--- src/rtl/pipe_hazard_ctrl.sv ---
// pipe_hazard_ctrl: central stall/flush sequencer for the five-stage pipeline
// (IF, ID, EX, MEM, WB).
//
// Ports:
//   clk, rst_n               clock (rising edge), asynchronous active-low reset
//   id_rs, id_rt, id_fwdEN   ID source registers and which of them are read
//   id_branch                ID instruction resolves a branch / jr in ID
//   id_mdStart, id_mdWait    mul/div start (01 mul, 10 div) and HI/LO wait
//   ex_wbReg, ex_load        EX destination register and load flag
//   mem_wbReg, mem_load      MEM destination register and load flag
//   imem_stall, dmem_stall   cache not-ready indications
//   exc_req                  MEM exception / eret request
//   stall_*, flush_*         per-stage hold / bubble strobes (combinational)
//   pc_redirect              IF loads the exception / eret target
//   md_busy, md_done         mul/div occupancy and last-cycle pulse
//   perf_stall, perf_flush   performance counters
//
// Optional feature: define PIPE_HAZARD_PERF_EN to build the performance
// counters; otherwise both perf ports are tied to zero.

module pipe_hazard_ctrl #(
  parameter int unsigned MUL_CYCLES = 4,
  parameter int unsigned DIV_CYCLES = 32
) (
  input  logic        clk,
  input  logic        rst_n,
  input  logic [4:0]  id_rs,
  input  logic [4:0]  id_rt,
  input  logic [1:0]  id_fwdEN,
  input  logic        id_branch,
  input  logic [1:0]  id_mdStart,
  input  logic        id_mdWait,
  input  logic [4:0]  ex_wbReg,
  input  logic [4:0]  mem_wbReg,
  input  logic        ex_load,
  input  logic        mem_load,
  input  logic        imem_stall,
  input  logic        dmem_stall,
  input  logic        exc_req,
  output logic        stall_if,
  output logic        stall_id,
  output logic        stall_ex,
  output logic        stall_mem,
  output logic        flush_id,
  output logic        flush_ex,
  output logic        flush_mem,
  output logic        pc_redirect,
  output logic        md_busy,
  output logic        md_done,
  output logic [31:0] perf_stall,
  output logic [15:0] perf_flush
);

  localparam logic [1:0] StRun      = 2'd0;
  localparam logic [1:0] StExcHold  = 2'd1;
  localparam logic [1:0] StExcFlush = 2'd2;

  localparam logic [5:0] MulLoad = 6'(MUL_CYCLES - 1);
  localparam logic [5:0] DivLoad = 6'(DIV_CYCLES - 1);

  logic [1:0] state_q, state_d;
  logic [5:0] md_cnt_q, md_cnt_d;

  logic ex_match, mem_match;
  logic load_use, branch_haz, md_wait;
  logic md_start_op, md_start, md_dec;

  // A source matches only if it is actually read; r0 never creates a hazard.
  assign ex_match  = (ex_wbReg != 5'd0) &&
                     ((id_fwdEN[1] && (id_rs == ex_wbReg)) ||
                      (id_fwdEN[0] && (id_rt == ex_wbReg)));
  assign mem_match = (mem_wbReg != 5'd0) &&
                     ((id_fwdEN[1] && (id_rs == mem_wbReg)) ||
                      (id_fwdEN[0] && (id_rt == mem_wbReg)));

  assign load_use   = ex_load & ex_match;
  assign branch_haz = id_branch & (ex_match | (mem_load & mem_match));
  // Only the registered counter is used here: the in-flight start term of
  // md_busy depends on stall_id and would close a combinational loop.
  assign md_wait    = id_mdWait & (md_cnt_q != 6'd0);

  // Stall/flush decode and exception sequencing.
  always_comb begin
    state_d     = state_q;
    stall_if    = 1'b0;
    stall_id    = 1'b0;
    stall_ex    = 1'b0;
    stall_mem   = 1'b0;
    flush_id    = 1'b0;
    flush_ex    = 1'b0;
    flush_mem   = 1'b0;
    pc_redirect = 1'b0;
    case (state_q)
      StRun: begin
        if (dmem_stall) begin
          stall_if  = 1'b1;
          stall_id  = 1'b1;
          stall_ex  = 1'b1;
          stall_mem = 1'b1;
        end else if (imem_stall) begin
          stall_if = 1'b1;
          flush_id = 1'b1;
        end else if (md_wait || load_use || branch_haz) begin
          stall_if = 1'b1;
          stall_id = 1'b1;
          flush_ex = 1'b1;
        end
        if (exc_req) begin
          state_d = dmem_stall ? StExcHold : StExcFlush;
        end
      end
      StExcHold: begin
        stall_if  = 1'b1;
        stall_id  = 1'b1;
        stall_ex  = 1'b1;
        stall_mem = 1'b1;
        if (!dmem_stall) begin
          state_d = StExcFlush;
        end
      end
      StExcFlush: begin
        flush_id    = 1'b1;
        flush_ex    = 1'b1;
        flush_mem   = 1'b1;
        pc_redirect = 1'b1;
        state_d     = StRun;
      end
      default: begin
        state_d = StRun;
      end
    endcase
  end

  // Mul/div busy counter; exceptions do not cancel an operation in progress.
  always_comb begin
    md_start_op = (id_mdStart == 2'b01) || (id_mdStart == 2'b10);
    md_start    = md_start_op && !stall_id && (state_q == StRun);
    md_dec      = (md_cnt_q != 6'd0) && !stall_ex;
    md_cnt_d    = md_cnt_q;
    if (md_start) begin
      md_cnt_d = (id_mdStart == 2'b01) ? MulLoad : DivLoad;
    end else if (md_dec) begin
      md_cnt_d = md_cnt_q - 6'd1;
    end
    md_busy = (md_cnt_q != 6'd0) || md_start;
    md_done = (md_cnt_q == 6'd1) && md_dec;
  end

  always_ff @(posedge clk or negedge rst_n) begin
    if (!rst_n) begin
      state_q  <= StRun;
      md_cnt_q <= 6'd0;
    end else begin
      state_q  <= state_d;
      md_cnt_q <= md_cnt_d;
    end
  end

`ifdef PIPE_HAZARD_PERF_EN
  logic [31:0] perf_stall_q, perf_stall_d;
  logic [15:0] perf_flush_q, perf_flush_d;

  always_comb begin
    perf_stall_d = perf_stall_q;
    perf_flush_d = perf_flush_q;
    // Stall count saturates; flush count wraps.
    if (stall_id && (perf_stall_q != 32'hffff_ffff)) begin
      perf_stall_d = perf_stall_q + 32'd1;
    end
    if (state_q == StExcFlush) begin
      perf_flush_d = perf_flush_q + 16'd1;
    end
  end

  always_ff @(posedge clk or negedge rst_n) begin
    if (!rst_n) begin
      perf_stall_q <= 32'd0;
      perf_flush_q <= 16'd0;
    end else begin
      perf_stall_q <= perf_stall_d;
      perf_flush_q <= perf_flush_d;
    end
  end

  assign perf_stall = perf_stall_q;
  assign perf_flush = perf_flush_q;
`else
  assign perf_stall = 32'd0;
  assign perf_flush = 16'd0;
`endif

endmodule

--- config.mk ---
export PLATFORM = sky130hd
export DESIGN_NAME = pipe_hazard_ctrl
export DESIGN_NICKNAME = d
export VERILOG_FILES = /design/src/rtl/pipe_hazard_ctrl.sv
export SDC_FILE = /design/constraint.sdc
export NUM_CORES = 1
export LEC_CHECK = 0
export CAP_MARGIN = 0
export CORE_UTILIZATION = 31
export CTS_BUF_LIST = sky130_fd_sc_hd__clkbuf_4 sky130_fd_sc_hd__clkbuf_8 sky130_fd_sc_hd__clkbuf_16
export CTS_CLUSTER_DIAMETER = 40
export DETAILED_ROUTE_END_ITERATION = 12
export GPL_TIMING_DRIVEN = 0
export HOLD_SLACK_MARGIN = 0.06
export PLACE_DENSITY_LB_ADDON = 0.15
export SLEW_MARGIN = 20
export SYNTH_ARGS = -nofsm -noshare
export SYNTH_HDL_FRONTEND = slang
export SYNTH_SLANG_ARGS = --single-unit
--- constraint.sdc ---
create_clock -name clk -period 1.9 [get_ports clk]
set_input_delay 0.38 -clock clk [delete_from_list [all_inputs] [get_ports clk]]
set_output_delay 0.38 -clock clk [all_outputs]
set_load 0.1 [all_outputs]
; ---- Yosys cells after proc, flatten, opt, wreduce, memory -nomap -nowiden
; Cells that the tools add are included.
[word_totals]
ramBits = 0
latchBits = 0
ff_bits = 8
mem_count = 0
wordCells = 65
out_inout_bits = 58
in_bits = 33
rom_bits = 0
[classes]
bitwise = 5
n_shift = 0
n_mul = 0
reduce_logical = 24
n_div = 0
n_eq_ne = 11
n_addsub = 1
muxes = 22
n_lt_le_gt_ge = 0
[ops]
columns = cell, n
row1 = equality test 5 bit, 4
row2 = 2-to-1 mux 6 bit, 2
row3 = logical AND 1 bit, 10
row4 = 2-to-1 mux 1 bit, 10
row5 = one-hot mux 1 bit (2 select lines), 5
row6 = nonzero test 5 bit, 2
row7 = equality test 6 x 1 -> 1 bit (second input constant), 1
row8 = logical OR 1 bit, 6
row9 = 2-to-1 mux 2 bit, 3
row10 = nonzero test 6 bit, 1
row11 = subtractor 6 x 1 -> 6 bit (second input constant), 1
row12 = 2-to-1 mux 5 bit, 1
row13 = AND 1 bit, 4
row14 = equality test 2 x 1 -> 1 bit (second input constant), 2
row15 = equality test 2 bit (second input constant), 2
row16 = != test 2 bit (second input constant), 2
row17 = one-hot mux 2 bit (2 select lines), 1
row18 = logical NOT 1 bit, 2
row19 = logical NOT 2 bit, 1
row20 = AND reduction 2 bit, 1
row21 = nonzero test 2 bit, 1
row22 = bitwise OR 1 bit, 1

; ---- Longest topological paths before layout
[depth]
depth_word = 16
ltp_mapped = 7
ltp_nobuf = 7

; ---- Least setup slack after synthesis
; OpenSTA, ideal clock, no wires.
[synth_timing]
path_type = reg2out
startpoint = register md_cnt_q[0]
endpoint = output stall_id
stages_incl_launch_ff = 7
required_time_ns = 1.520
slack_ns = -1.818
path_buffers = 0
arrival_ns = 3.338
cell_sequence = dfrtp_1 -> inv_1 -> ha_1 -> nand2_1 -> a21boi_1 -> o21a_1 -> a311oi_1
[synth_between]
elab_chain_len = 8
[synth_lines]
columns = item, line_no
row1 = "start, declared", 62  ; logic [5:0] md_cnt_q, md_cnt_d;
row2 = "start signal, assigned", 155  ; md_cnt_q <= md_cnt_d;
row3 = nonzero test 6 bit, 80  ; assign md_wait = id_mdWait & (md_cnt_q != 6'd0);
row4 = AND 1 bit, 80
row5 = logical OR 1 bit (2 in series), 103  ; end else if (md_wait || load_use || branch_haz) begin
row6 = 2-to-1 mux 1 bit, 103
row7 = 2-to-1 mux 1 bit, 100  ; end else if (imem_stall) begin
row8 = 2-to-1 mux 1 bit, 95  ; if (dmem_stall) begin
row9 = one-hot mux 1 bit (2 select lines), 93  ; case (state_q)
row10 = "end, declared", 41  ; output logic stall_id,
; No other way between the ends.

; ---- Worst setup path in the final report
[layout_timing]
startpoint = input mem_wbReg[1]
endpoint = output flush_ex
[layout_between]
elab_chain_len = 12
elab_cells_between_ends = 15
classes_between = 2 x eq/ne / 4 x mux / 3 x bitwise / 6 x reduce/logical
[layout_lines]
columns = item, line_no
row1 = "start, declared", 34  ; input logic [4:0] mem_wbReg,
row2 = equality test 5 bit (on tied branches), "73, 74"
row3 = logical AND 1 bit (on tied branches), "73, 74"
row4 = logical OR 1 bit, 73  ; ((id_fwdEN[1] && (id_rs == mem_wbReg)) ||
row5 = logical AND 1 bit *, 72  ; assign mem_match = (mem_wbReg != 5'd0) &&
row6 = AND 1 bit *, 77  ; assign branch_haz = id_branch & (ex_match | (mem_load & mem_match));
row7 = bitwise OR 1 bit *, 77
row8 = AND 1 bit *, 77
row9 = logical OR 1 bit *, 103
row10 = 2-to-1 mux 1 bit *, 103
row11 = 2-to-1 mux 1 bit *, 100
row12 = 2-to-1 mux 1 bit *, 95
row13 = one-hot mux 1 bit (2 select lines) *, 93
row14 = "end, declared", 45  ; output logic flush_ex,
; Mark *: on every way between the ends. The rest lies on a longest branch, timed or not.

==> results <==
## flip-flops by register name (all words and copies together) (netlist names)
register  cells
state_q       2
md_cnt_q      6
## layout make-up
class                      count  area, µm²
sequential                     8        204
tap                           48       60.1
inverter                       4       15.0
timing repair buffer          53        536
buffer                        50        379
clock buffer                   3       41.3
multi-input combinational    133       1020
fill                         351       1460
## worst paths after layout
path	endpoint	slack [ps]	cells past startpoint
max in group asynchronous	state_q[1]	1150	1
min reg2reg	md_cnt_q[1]	550	2
min	md_cnt_q[4]	440	1
min in group clk	md_cnt_q[1]	550	2
max reg2reg	md_cnt_q[5]	130	8
max	flush_ex	-340	7
## per-stage QoR
stage               power, mW  instances
finish                   1.72        299
global route             1.82        299
CTS                      1.67        296
detailed placement       1.39        285
global placement         1.39        285
floorplan                1.21        195
## timing repair
action / 4_1_cts / 5_1_grt
hold buffers: 0 / 0
gates cloned: 0 / 0
setup buffers: 8 / 3
endpoints found under the setup margin: 16 / 7
pin swaps: 27 / 15
gates resized for setup: 152 / 14
## per-layer routing
| metal | track usage | vias to the layer above | wire length, µm |
|---|---|---|---|
| li1 | - | 603 | - |
| met1 | 0.169 | 460 | 1200 |
| met2 | 0.275 | 60 | 1460 |
| met3 | 0.0352 | 2 | 253 |
| met4 | 0.0333 | 0 | 23 |
| met5 | 0 | - | 0 |
## worst max-delay path: cells and delay by family
kind / cells / cell delay [ps]
compound gates: 4 / 820
buf+inv: 2 / 260
simple gates: 1 / 390
## cells by family after synthesis
family | count (synthesis) | share of synthesized area
AOI/OAI and AO/OA | 16 | 0.121
xor gates and xnor gates | 25 | 0.179
adders and majority gates | 3 | 0.0306
buffers and inverters | 54 | 0.319
DFF | 8 | 0.163
muxes | 3 | 0.0245
other | 1 | 0.00306
and+or+nand+nor | 38 | 0.160
## cell usage in the layout, fill, tap and decap left out, types with 2 or more instances in the layout
cell type / instances
buf_12: 5
nand2_1: 10
dlygate4sd2_1: 5
nor2_1: 4
dfrtp_2: 3
inv_1: 4
dfrtp_1: 5
nor2_4: 2
buf_8: 2
buf_2: 6
clkdlybuf4s50_1: 9
clkbuf_8: 3
xnor2_1: 16
clkdlybuf4s15_1: 2
buf_4: 61
nand4_1: 5
o22ai_2: 2
a21o_4: 2
buf_6: 3
xnor2_2: 6
and3_4: 2
nor3_1: 4
mux2i_1: 3
ha_4: 2
clkdlybuf4s15_2: 9
xor2_1: 3
conb_1: 48
## power groups by stage
stage | clock, mW | sequential (mW) | combinational (mW)
floorplan | 0 | 0.305 | 0.907
global placement | 0 | 0.320 | 1.07
detailed placement | 0 | 0.322 | 1.07
CTS | 0.208 | 0.315 | 1.15
global route | 0.219 | 0.326 | 1.27
finish | 0.204 | 0.314 | 1.20
==> flow_summary_export.csv <==
group,metric,value,unit
timing,fin_crit,2240,ps
worst_setup_path,crit_path_end_kind,"output pin",
routing,ant_nets,0,
placed_design,dp_hpwl,2430,µm
cells_and_area,fin_area,2260,µm²
timing,hold_viol_final,0,
cells_and_area,area_growth,84.4,%
status,violations,"setup timing",
grt,grt_pass1_wl,4750,µm
placed_design,io_buffers,42,
worst_setup_path,reg2reg_from,"md_cnt_q[4]",
timing,fin_setup_tns,-1330,ps
floorplan,ioPinCount,91,
logic_synthesis,avgSynthCellArea,8.28,µm²
power,sw_frac_of_total,0.555,
timing,clock_skew,7.76,ps
timing,finalCritPeriodShare,1.18,
logic_synthesis,synth-edff-count,0,
grt,grt_remaining_overflow,0,
logic_synthesis,synth_top_area_frac,0.306,
logic_synthesis,postSynthCellCount,148,
worst_setup_path,cp-start-kind,"input pin",
routing,drt_iter0_markers,7,
grt,track_usage,0.148,
worst_setup_path,slowest_stage,"or3_4",
grt,grt_pass1_vias,1030,
worst_setup_path,path_class,"in2out",
grt,antenna_found_initial,0,
power,internal_power,766,µW
power,power_frac_seq,0.183,
routing,wirelength,2940,µm
routing,vias_per_cell,3.76,
timing,max_freq,0.446,GHz
clock_network,htree_num_levels,1,
worst_setup_path,worstPathMaxFanout,4,
logic_synthesis,yosysSeqAreaShare,0.163,
timing,final-max-slew-violation-count,0,
logic_synthesis,yosys.cell_types.count,34,
logic_synthesis,async_reset_ff_frac,1.00,
power,peakVddDrop,0.330,mV
floorplan,design.die.area,4210,µm²
logic_synthesis,netlist_top_cells_count,"50 x buf_4, 22 x xnor2_1, 12 x nand2_1, 8 x dfrtp_1, 7 x nor2_1",
timing,layout_setup_ws,-344,ps
clock_network,cts_buffers,3,
timing,final-setup-viol-count,5,
placed_design,place_area,2000,µm²
worst_setup_path,slowest_delay,390,ps
clock_network,clk_latency,230,ps
worst_setup_path,required,1520,ps
cells_and_area,fin_nets,289,
status,status,"complete, but fails checks",
worst_setup_path,cp-startpoint,"mem_wbReg[1]",
clock_network,clock_sinks,8,
cells_and_area,drive_gt1_frac,0.502,
logic_synthesis,yosysMostFrequentCell,"buf_4",
floorplan,die_h,64.9,µm
logic_synthesis,ys_top_cells_by_area,"buf_4 31%, dfrtp_1 16%, xnor2_1 16%",
cells_and_area,final_core_util,0.608,
routing,drt_pre_antenna_iters,4,
clock_network,clock-root-buffer,"clkbuf_8",
placed_design,routabilityCongestion,0.757,
cells_and_area,diodes,0,
clock_network,clk_path_buf_depth,2,
power,p_leak,1.14,nW
worst_setup_path,arrival,1860,ps
timing,grt_setup_unrepaired,"yes",
power,combPwrFrac,0.699,
logic_synthesis,ys.flop_type,"dfrtp_1",
run,maxCapViolations,0,
logic_synthesis,yosys_warnings,0,
routing,num_vias,1125,
floorplan,design.core.area,3720,µm²
placed_design,dp_slack,-1710,ps
floorplan,initial_core_util,0.330,
logic_synthesis,synth_area,1220,µm²
worst_setup_path,worstPathCellList,"buf_8 > or3_4 > o311a_4 > a22oi_4 > o21ai_2 > a21o_4 > buf_12",
floorplan,row_count,22,
floorplan,fp.dieW,64.9,µm
routing,drc,0,
timing,holdWs,442,ps
clock_network,cts.clk_slew.worst_paths,40,ps
power,clkPwrFrac,0.118,
worst_hold_path,hold_class,"in2async",
power,net-switching-power,954,µW
routing,wl_per_cell,9.83,µm
power,powerDensity,761,nW/µm²
logic_synthesis,synth_top_area_cell,"buf_4",
logic_synthesis,ys_seq_elements,8,
clock_network,cts_tree,"yes",
grt,grt_max_degree,9,
Power figures use the tool's default switching activity.
